**config.mk**
```make
export PLATFORM = sky130hd
export DESIGN_NAME = alarm_clock_multi
export DESIGN_NICKNAME = d
export VERILOG_FILES = /design/src/rtl/alarm_clock_pkg.sv /design/src/rtl/alarm_slot.sv /design/src/rtl/alarm_clock_multi.sv
export SDC_FILE = /design/constraint.sdc
export NUM_CORES = 1
export LEC_CHECK = 0
export ABC_AREA = 1
export CAP_MARGIN = 0
export CELL_PAD_IN_SITES_DETAIL_PLACEMENT = 1
export CELL_PAD_IN_SITES_GLOBAL_PLACEMENT = 2
export CORE_ASPECT_RATIO = 0.5
export CORE_UTILIZATION = 35
export CTS_CLUSTER_SIZE = 24
export DETAILED_ROUTE_END_ITERATION = 16
export GPL_TIMING_DRIVEN = 0
export PLACE_DENSITY_LB_ADDON = 0.05
export SYNTH_ARGS = -nofsm -noshare
export SYNTH_HDL_FRONTEND = slang
export SYNTH_HIERARCHICAL = 1
export SYNTH_SLANG_ARGS = --single-unit
export TNS_END_PERCENT = 50
```
**constraint.sdc**
```tcl
create_clock -name clk -period 3.6 [get_ports clk]
set_input_delay 0.36 -clock clk [delete_from_list [all_inputs] [get_ports clk]]
set_output_delay 0.36 -clock clk [all_outputs]
set_load 0.05 [all_outputs]
```
**src/rtl/alarm_clock_pkg.sv**
```systemverilog
// Shared types and wrap constants for the multi-slot alarm clock.
// Pure declarations; no latency or backpressure.
package alarm_clock_pkg;

  typedef enum logic [1:0] {IDLE, RINGING, SNOOZED} slot_state_e;

  localparam int SEC_MOD = 60;
  localparam int MIN_MOD = 60;
  localparam int HRS_MOD = 24;
  localparam int DAY_MOD = 7;

  typedef struct packed {
    logic [6:0] sec;
    logic [6:0] min;
    logic [6:0] hrs;
    logic [2:0] day;
  } time_t;

  function automatic logic [6:0] wrap_inc(input logic [6:0] v, input int modv);
    return (int'(v) == modv - 1) ? 7'd0 : v + 7'd1;
  endfunction

endpackage

```
**src/rtl/alarm_slot.sv**
```systemverilog
// One alarm slot: editable min/hrs/mask, match compare, ring/snooze/timeout FSM.
// State changes on the clk edge of the triggering tick; no backpressure.
module alarm_slot
  import alarm_clock_pkg::*;
#(
  parameter int SNOOZE_MIN  = 9,
  parameter int TIMEOUT_MIN = 10
) (
  input  logic       clk,
  input  logic       rst,
  input  logic       edit,
  input  logic       pulse,
  input  logic       minadv,
  input  logic       hrsadv,
  input  logic [6:0] mask_in,
  input  logic       arm,
  input  logic       clr,
  input  logic       min_tick,
  input  logic       run_tick,
  input  time_t      nxt,
  input  logic       snooze_edge,
  output logic [6:0] amin,
  output logic [6:0] ahrs,
  output logic       ringing,
  output logic       ring_nxt
);

  logic [6:0]  mask;
  slot_state_e state, state_n;
  logic [5:0]  cnt, cnt_n;
  logic        match;

  always_ff @(posedge clk or negedge rst) begin
    if (!rst) begin
      amin <= 7'd0;
      ahrs <= 7'd0;
      mask <= 7'h7F;
    end else if (edit) begin
      mask <= mask_in;
      if (pulse && minadv) amin <= wrap_inc(amin, MIN_MOD);
      if (pulse && hrsadv) ahrs <= wrap_inc(ahrs, HRS_MOD);
    end
  end

  // Compared against the time as it will be after this tick.
  assign match = run_tick && arm && (nxt.min == amin) && (nxt.hrs == ahrs) && mask[nxt.day];

  always_ff @(posedge clk or negedge rst) begin
    if (!rst) begin
      state <= IDLE;
      cnt   <= 6'd0;
    end else begin
      state <= state_n;
      cnt   <= cnt_n;
    end
  end

  always_comb begin
    state_n = state;
    cnt_n   = cnt;
    if (!arm || clr) begin
      state_n = IDLE;
      cnt_n   = 6'd0;
    end else if (match) begin
      state_n = RINGING;
      cnt_n   = 6'(TIMEOUT_MIN);
    end else begin
      case (state)
        RINGING: begin
          if (snooze_edge) begin
            state_n = SNOOZED;
            cnt_n   = 6'(SNOOZE_MIN);
          end else if (min_tick) begin
            if (cnt <= 6'd1) begin
              state_n = IDLE;
              cnt_n   = 6'd0;
            end else begin
              cnt_n = cnt - 6'd1;
            end
          end
        end
        SNOOZED: begin
          if (min_tick) begin
            if (cnt <= 6'd1) begin
              state_n = RINGING;
              cnt_n   = 6'(TIMEOUT_MIN);
            end else begin
              cnt_n = cnt - 6'd1;
            end
          end
        end
        default: ;
      endcase
    end
  end

  assign ringing  = (state == RINGING);
  assign ring_nxt = (state_n == RINGING);

endmodule

```
**src/rtl/alarm_clock_multi.sv**
```systemverilog
// Time-of-day/day-of-week counter with N_ALARMS independent alarm slots.
// All outputs registered, updating on the pulse tick edge; no backpressure.
module alarm_clock_multi
  import alarm_clock_pkg::*;
#(
  parameter int N_ALARMS    = 4,
  parameter int SNOOZE_MIN  = 9,
  parameter int TIMEOUT_MIN = 10,
  parameter int SEL_W       = (N_ALARMS > 1) ? $clog2(N_ALARMS) : 1
) (
  input  logic                clk,
  input  logic                rst,
  input  logic                pulse,
  input  logic                timeset,
  input  logic                alarmset,
  input  logic                minadv,
  input  logic                hrsadv,
  input  logic                dayadv,
  input  logic [SEL_W-1:0]    alarm_sel,
  input  logic [6:0]          amask_in,
  input  logic [N_ALARMS-1:0] alarm_en,
  input  logic                alarmon,
  input  logic                snooze,
  output logic [6:0]          tsec,
  output logic [6:0]          tmin,
  output logic [6:0]          thrs,
  output logic [2:0]          tday,
  output logic [6:0]          amin_sel,
  output logic [6:0]          ahrs_sel,
  output logic [N_ALARMS-1:0] ring_vec,
  output logic                buzz
);

  logic                tset, aset, min_tick, snooze_q, snooze_edge;
  time_t               cur, nxt;
  logic [6:0]          amin_arr [N_ALARMS];
  logic [6:0]          ahrs_arr [N_ALARMS];
  logic [N_ALARMS-1:0] ring_nxt;
  logic [6:0]          mux_min, mux_hrs;

  assign tset        = timeset;
  assign aset        = !timeset && alarmset;
  assign snooze_edge = snooze && !snooze_q;

  always_comb begin
    nxt      = cur;
    min_tick = 1'b0;
    if (pulse) begin
      if (tset) begin
        nxt.sec = 7'd0;
        if (minadv) nxt.min = wrap_inc(cur.min, MIN_MOD);
        if (hrsadv) nxt.hrs = wrap_inc(cur.hrs, HRS_MOD);
        if (dayadv) nxt.day = 3'(wrap_inc({4'd0, cur.day}, DAY_MOD));
      end else begin
        nxt.sec = wrap_inc(cur.sec, SEC_MOD);
        if (cur.sec == 7'(SEC_MOD - 1)) begin
          min_tick = 1'b1;
          nxt.min  = wrap_inc(cur.min, MIN_MOD);
          if (cur.min == 7'(MIN_MOD - 1)) begin
            nxt.hrs = wrap_inc(cur.hrs, HRS_MOD);
            if (cur.hrs == 7'(HRS_MOD - 1)) nxt.day = 3'(wrap_inc({4'd0, cur.day}, DAY_MOD));
          end
        end
      end
    end
  end

  always_ff @(posedge clk or negedge rst) begin
    if (!rst) begin
      cur      <= '0;
      snooze_q <= 1'b0;
    end else begin
      cur      <= nxt;
      snooze_q <= snooze;
    end
  end

  assign tsec = cur.sec;
  assign tmin = cur.min;
  assign thrs = cur.hrs;
  assign tday = cur.day;

  for (genvar i = 0; i < N_ALARMS; i++) begin : g_slot
    alarm_slot #(
      .SNOOZE_MIN (SNOOZE_MIN),
      .TIMEOUT_MIN(TIMEOUT_MIN)
    ) u_slot (
      .clk        (clk),
      .rst        (rst),
      .edit       (aset && (alarm_sel == SEL_W'(i))),
      .pulse      (pulse),
      .minadv     (minadv),
      .hrsadv     (hrsadv),
      .mask_in    (amask_in),
      .arm        (alarm_en[i] && alarmon),
      .clr        (tset),
      .min_tick   (min_tick),
      .run_tick   (min_tick && !aset),
      .nxt        (nxt),
      .snooze_edge(snooze_edge),
      .amin       (amin_arr[i]),
      .ahrs       (ahrs_arr[i]),
      .ringing    (ring_vec[i]),
      .ring_nxt   (ring_nxt[i])
    );
  end

  // Out-of-range selects match no slot and so read back as zero.
  always_comb begin
    mux_min = 7'd0;
    mux_hrs = 7'd0;
    for (int i = 0; i < N_ALARMS; i++) begin
      if (alarm_sel == SEL_W'(i)) begin
        mux_min = amin_arr[i];
        mux_hrs = ahrs_arr[i];
      end
    end
  end

  always_ff @(posedge clk or negedge rst) begin
    if (!rst) begin
      amin_sel <= 7'd0;
      ahrs_sel <= 7'd0;
      buzz     <= 1'b0;
    end else begin
      amin_sel <= mux_min;
      ahrs_sel <= mux_hrs;
      buzz     <= alarmon && (|ring_nxt);
    end
  end

endmodule

```
Word-level counts from Yosys, hierarchy flattened
Index checks and enable logic that the tools add are counted.
- divide/modulo/power cells: 0
- multiply operators: 0
- bitwise operators: 0
- reductions and logical operators: 59
- mux-type cells: 103
- $add $sub $neg: 16
- shift operators: 0
- $lt $le $gt $ge: 5
- equality and inequality tests: 46
- operator list (cell ; count):
    6-bit two-way mux ; 28
    7-bit two-way mux ; 21
    7-bit by 1-bit adder with 7-bit output, second input constant ; 11
    7-bit == test ; 8
    2-bit two-way mux ; 28
    7-bit by 6-bit == test with 1-bit output, second input constant ; 7
    6-bit one-hot mux with 2 select lines ; 4
    7-bit == test, second input constant ; 6
    17-bit two-way mux ; 2
    1-bit logical AND ; 30
    6-bit by 1-bit less-or-equal comparator with 1-bit output, second input constant ; 4
    24-bit two-way mux ; 1
    6-bit by 1-bit subtractor with 6-bit output, second input constant ; 4
    2-bit by 1-bit == test with 1-bit output, second input constant ; 9
    4-bit by 2-bit != test with 1-bit output, second input constant ; 4
    2-bit one-hot mux with 2 select lines ; 4
    2-bit AND reduction ; 8
    4-bit nonzero test ; 4
    5-bit != test, second input constant ; 3
    1-bit binary-select mux with 3-bit select ; 4
    2-bit == test, second input constant ; 6
    3-bit AND reduction ; 4
    10-bit two-way mux ; 1
    3-bit two-way mux ; 3
    10 further kinds ; 25
- bits in writable memories: 0
- bits in read-only memories: 0
- latch bits: 0
- register bits after elaboration: 156
- logic and storage cells: 257
- bits of input ports: 23
- output and inout port bits: 43
- memories kept: 0

Longest topological paths before layout
- depth after elaboration: 16
- mapped depth: 22
- gate-level depth less buffers: 22

Cells and area by module
The synthesis kept the hierarchy.
- by module, submodules not included (module ; cells each ; area each (sq um) ; seq. area each (sq um) ; times used):
    alarm_slot (g_slot[0].u_slot ...) ; 306 ; 2118.3 ; 734.5 ; 2
    alarm_clock_multi ; 320 ; 2367.3 ; 1001.0 ; 1
    alarm_slot (g_slot[2].u_slot) ; 313 ; 2128.3 ; 734.5 ; 1
    alarm_slot (g_slot[3].u_slot) ; 264 ; 1914.3 ; 734.5 ; 1

Worst setup path before layout
OpenSTA, ideal clock, no wires.
- path kind: register to register
- start point: reg cur (netlist bit tmin[0])
- end point: reg buzz
- required time: 3471 ps
- slack: -48 ps
- path buffers: 0
- setup time: 129 ps
- period minus slack after synthesis: 3648 ps
- cell stages (with the launch flop): 20
- data arrival time: 3519 ps
- cells stage by stage: dfrtp_1 > ha_1 > nand3_1 > nor2_2 > nand3_1 > nand2_1 > a21oi_1 > nor2_1 > inv_2 > nand3_1 > nand2_1 > inv_1 > o21ai_1 > nand3_1 > nor2_2 > nor2_4 > inv_4 > nor2_4 > nor2_2 > o41a_1
- RTL lines (element ; RTL line ; source):
    start: declaration ; alarm_clock_multi.sv:35 ; time_t cur, nxt;
    start signal: assignment ; alarm_clock_multi.sv:73 ; cur <= nxt;
    end signal: assignment ; alarm_clock_multi.sv:128 ; buzz <= alarmon && (|ring_nxt);
    end: declaration ; alarm_clock_multi.sv:31 ; output logic buzz

==> flow_metrics.env <==
export IMPL_criticalPathCategory="reg2reg"
export IMPL_hold_path_class="in2reg"
export IMPL_drt_iter0_drc=535
export IMPL_gp_congestion=0.846
export IMPL_fmax_mhz=286
export IMPL_die_w_um=249
export IMPL_seq_area_mm2=0.00394
export IMPL_start_util=0.361
export IMPL_m1WireLength_mm=18.2
export IMPL_rows=44
export IMPL_grt_pass1_vias=10400
export IMPL_most_common_layout_cells="431 x nand2_1, 201 x inv_1, 153 x nor2_1"
export IMPL_max_stage_delay_ps=420
export IMPL_p_leak_nw=6.23
export IMPL_cp_end_kind="flip-flop"
export IMPL_cts_buffer_depth=2
export IMPL_ir_drop_mv=0.368
export IMPL_final_common_cell="nand2_1"
export IMPL_drcViolationCount=0
export IMPL_wl_met2_mm=16.4
export IMPL_fp_dieArea_mm2=0.0312
export IMPL_grtUsageTotal=0.238
export IMPL_setup_tns_ps=0
export IMPL_hold_depth=1
export IMPL_crit_arrival_ps=3820
export IMPL_grt_pass1_wl_mm=57.2
export IMPL_synth_seq_cells=156
export IMPL_wl_met3_mm=1.45
export IMPL_rsz0062_at_grt="no"
export IMPL_place_area_mm2=0.0118
export IMPL_cap_violations=0
export IMPL_grt_remaining_overflow=0
export IMPL_synth_top_flop_cell="dfrtp_1"
export IMPL_yosysSeqAreaShare=0.370
export IMPL_multi_input_area_mm2=0.00587
export IMPL_antenna_found_initial=2
export IMPL_synth_cell_types=50
export IMPL_finalSetupViolCount=0
export IMPL_vias_per_cell=5.01
export IMPL_final_setup_skew_ps=9.40
export IMPL_die_y_um=125
export IMPL_first_pass_iters=5
export IMPL_required_ps=3930
export IMPL_drtAntennaViolNets=0
export IMPL_status="completed"
export IMPL_tightest_slew_ps=1070
export IMPL_cts_tree="built"
export IMPL_area_delta_synth_final_pct=19.5
export IMPL_r2r_cells=18
export IMPL_yosys_warnings=6
export IMPL_start_kind="flip-flop"
export IMPL_fillers=3745
export IMPL_path_cells="ha_1 -> nand2_2 -> nor2_4 -> nand2_4 -> a21oi_4 -> nand3b_1 -> a21oi_4 -> buf_4 -> nand2_1 -> nand3_1 -> nor2_1 -> nand2_1 -> nor2_2 -> nand2_4 -> nand2_2 -> nor2_2 -> nor2_2 -> o41a_1"
export IMPL_fin_crit_sh=0.970
export IMPL_power_per_cell_area_mw_per_mm2=565
export IMPL_core_mm2=0.0295
export IMPL_wl_per_cell_um=18.1
export IMPL_top_layer="met5"
export IMPL_drive_above_1_share=0.163
export IMPL_root_buffer="clkbuf_16"
export IMPL_synth_edff_count=0
export IMPL_clk_pin_slew_ps=70
export IMPL_fin_crit_ps=3490
export IMPL_slew_headroom=0.284
export IMPL_critPathMostFrequentCell="nor2_2"
export IMPL_grt_max_degree=88
export IMPL_synthesis_area_mm2=0.0106
export IMPL_numCtsBuffers=17
export IMPL_routed_wirelength_mm=36.4
export IMPL_layout_nets=1658
export IMPL_path_max_fanout=7
export IMPL_finalInstanceArea_mm2=0.0127
export IMPL_hold_viol=0
export IMPL_cts_max_level=4
export IMPL_clock_latency_ps=450
export IMPL_syn_inst=1509
export IMPL_diodes=0
export IMPL_slowest_stage="dfrtp_1"
export IMPL_postSynthNetCount=1559
export IMPL_async_flop_share=1.00
export IMPL_syn_area_per_cell_um2=7.06
export IMPL_post_dp_hpwl_mm=27.7
export IMPL_pin_count=66
export IMPL_cts_sinks=156
export IMPL_portBuffers=65
export IMPL_drv_slew=0
export IMPL_vias=10100
cells by family after synthesis:
| group | share of synthesized area |
|---|---|
| simple gates | 0.360 |
| buf+inv | 0.0984 |
| flops | 0.370 |
| compound gates | 0.0744 |
| xor+xnor | 0.0411 |
| fa+ha+maj | 0.0317 |
| mux | 0.0243 |
per-stage QoR:
stage	hold slack [ps]	power (W)	cells	util	worst slack (ps)
finish	381	0.00718	2012	0.432	108
global route	377	0.00764	2012	0.432	4.34
CTS	359	0.00713	2000	0.426	7.03
detailed placement	433	0.00509	1967	0.402	-1430
global placement	472	0.00500	1965	0.400	-4910
floorplan	64.4	0.00412	1509	-	201
where the power goes:
| group | total, W | switching (W) | internal (W) |
|---|---|---|---|
| Clock | 0.00194 | 0.000813 | 0.00113 |
| Sequential | 0.00241 | 0.000336 | 0.00207 |
| Combinational | 0.00284 | 0.00194 | 0.000899 |
Yosys cell counts, types with 14 or more instances:
| cell type | instances | area (um2) |
|---|---|---|
| dfrtp_1 | 128 | 3200 |
| o21ai_1 | 14 | 70.1 |
| nor2_2 | 27 | 169 |
| dfstp_2 | 28 | 736 |
| nor3_1 | 29 | 145 |
| mux2_2 | 23 | 259 |
| ha_1 | 27 | 338 |
| nand2_2 | 14 | 87.6 |
| a21oi_1 | 44 | 220 |
| xor2_1 | 34 | 298 |
| xnor2_1 | 16 | 140 |
| nand2_1 | 435 | 1630 |
| nor2_1 | 161 | 604 |
| nand4_1 | 21 | 131 |
| inv_1 | 201 | 754 |
| o21ai_0 | 38 | 190 |
| nand3_1 | 111 | 556 |
| inv_2 | 47 | 176 |
layer usage:
| metal | global-route usage | vias to the layer above |
|---|---|---|
| met3 | 0.0573 | 33 |
| met5 | 0 | - |
| li1 | - | 4968 |
| met2 | 0.375 | 116 |
| met1 | 0.330 | 4958 |
| met4 | 0.0537 | 2 |
area by class of cell:
cell class	count	share of cell area
plain buffers	12	0.00492
repair buffers	76	0.0609
inverters	261	0.0775
well taps	391	0.0385
flip-flops and latches	156	0.310
clock inverters	11	0.0111
clock buffers	21	0.0362
multi-input cells	1084	0.461
worst paths after layout:
path / start / to / slack, ps
setup / recovery: tsec[0] / buzz / 110
hold / removal: snooze / snooze_q / 380
setup reg to reg: tsec[0] / buzz / 110
hold reg to reg: g_slot[3].u_slot/mask[5] / g_slot[3].u_slot/mask[5] / 480
max in group asynchronous: rst / g_slot[2].u_slot/amin[2] / 2240
min in group asynchronous: rst / g_slot[1].u_slot/cnt[0] / 500
worst max-delay path, delay by kind of cell (launching register included):
family          cells  cell delay, ps
simple gates       13            1510
flops               1             420
compound gates      3            1030
fa+ha+maj           1             230
buf+inv             1             180
registers in the layout (all words and copies together), names as in the netlist, 7 cells and up:
signal	flops
amin_sel	7
g_slot.u_slot/amin	28
g_slot.u_slot/cnt	24
tsec	7
thrs	7
g_slot.u_slot/ahrs	28
tmin	7
g_slot.u_slot/mask	28
ahrs_sel	7
g_slot.u_slot/state	8
timing repair:
action                     4_1_cts  5_1_grt
hold buffers                     1        0
setup buffers                    0        8
cloned                           0        4
hold endpoints to repair        58        0
gates resized for setup         23       24
setup endpoints to repair       33       17
pin swaps                        0        6
No activity file was read; power rests on OpenSTA's default activity.
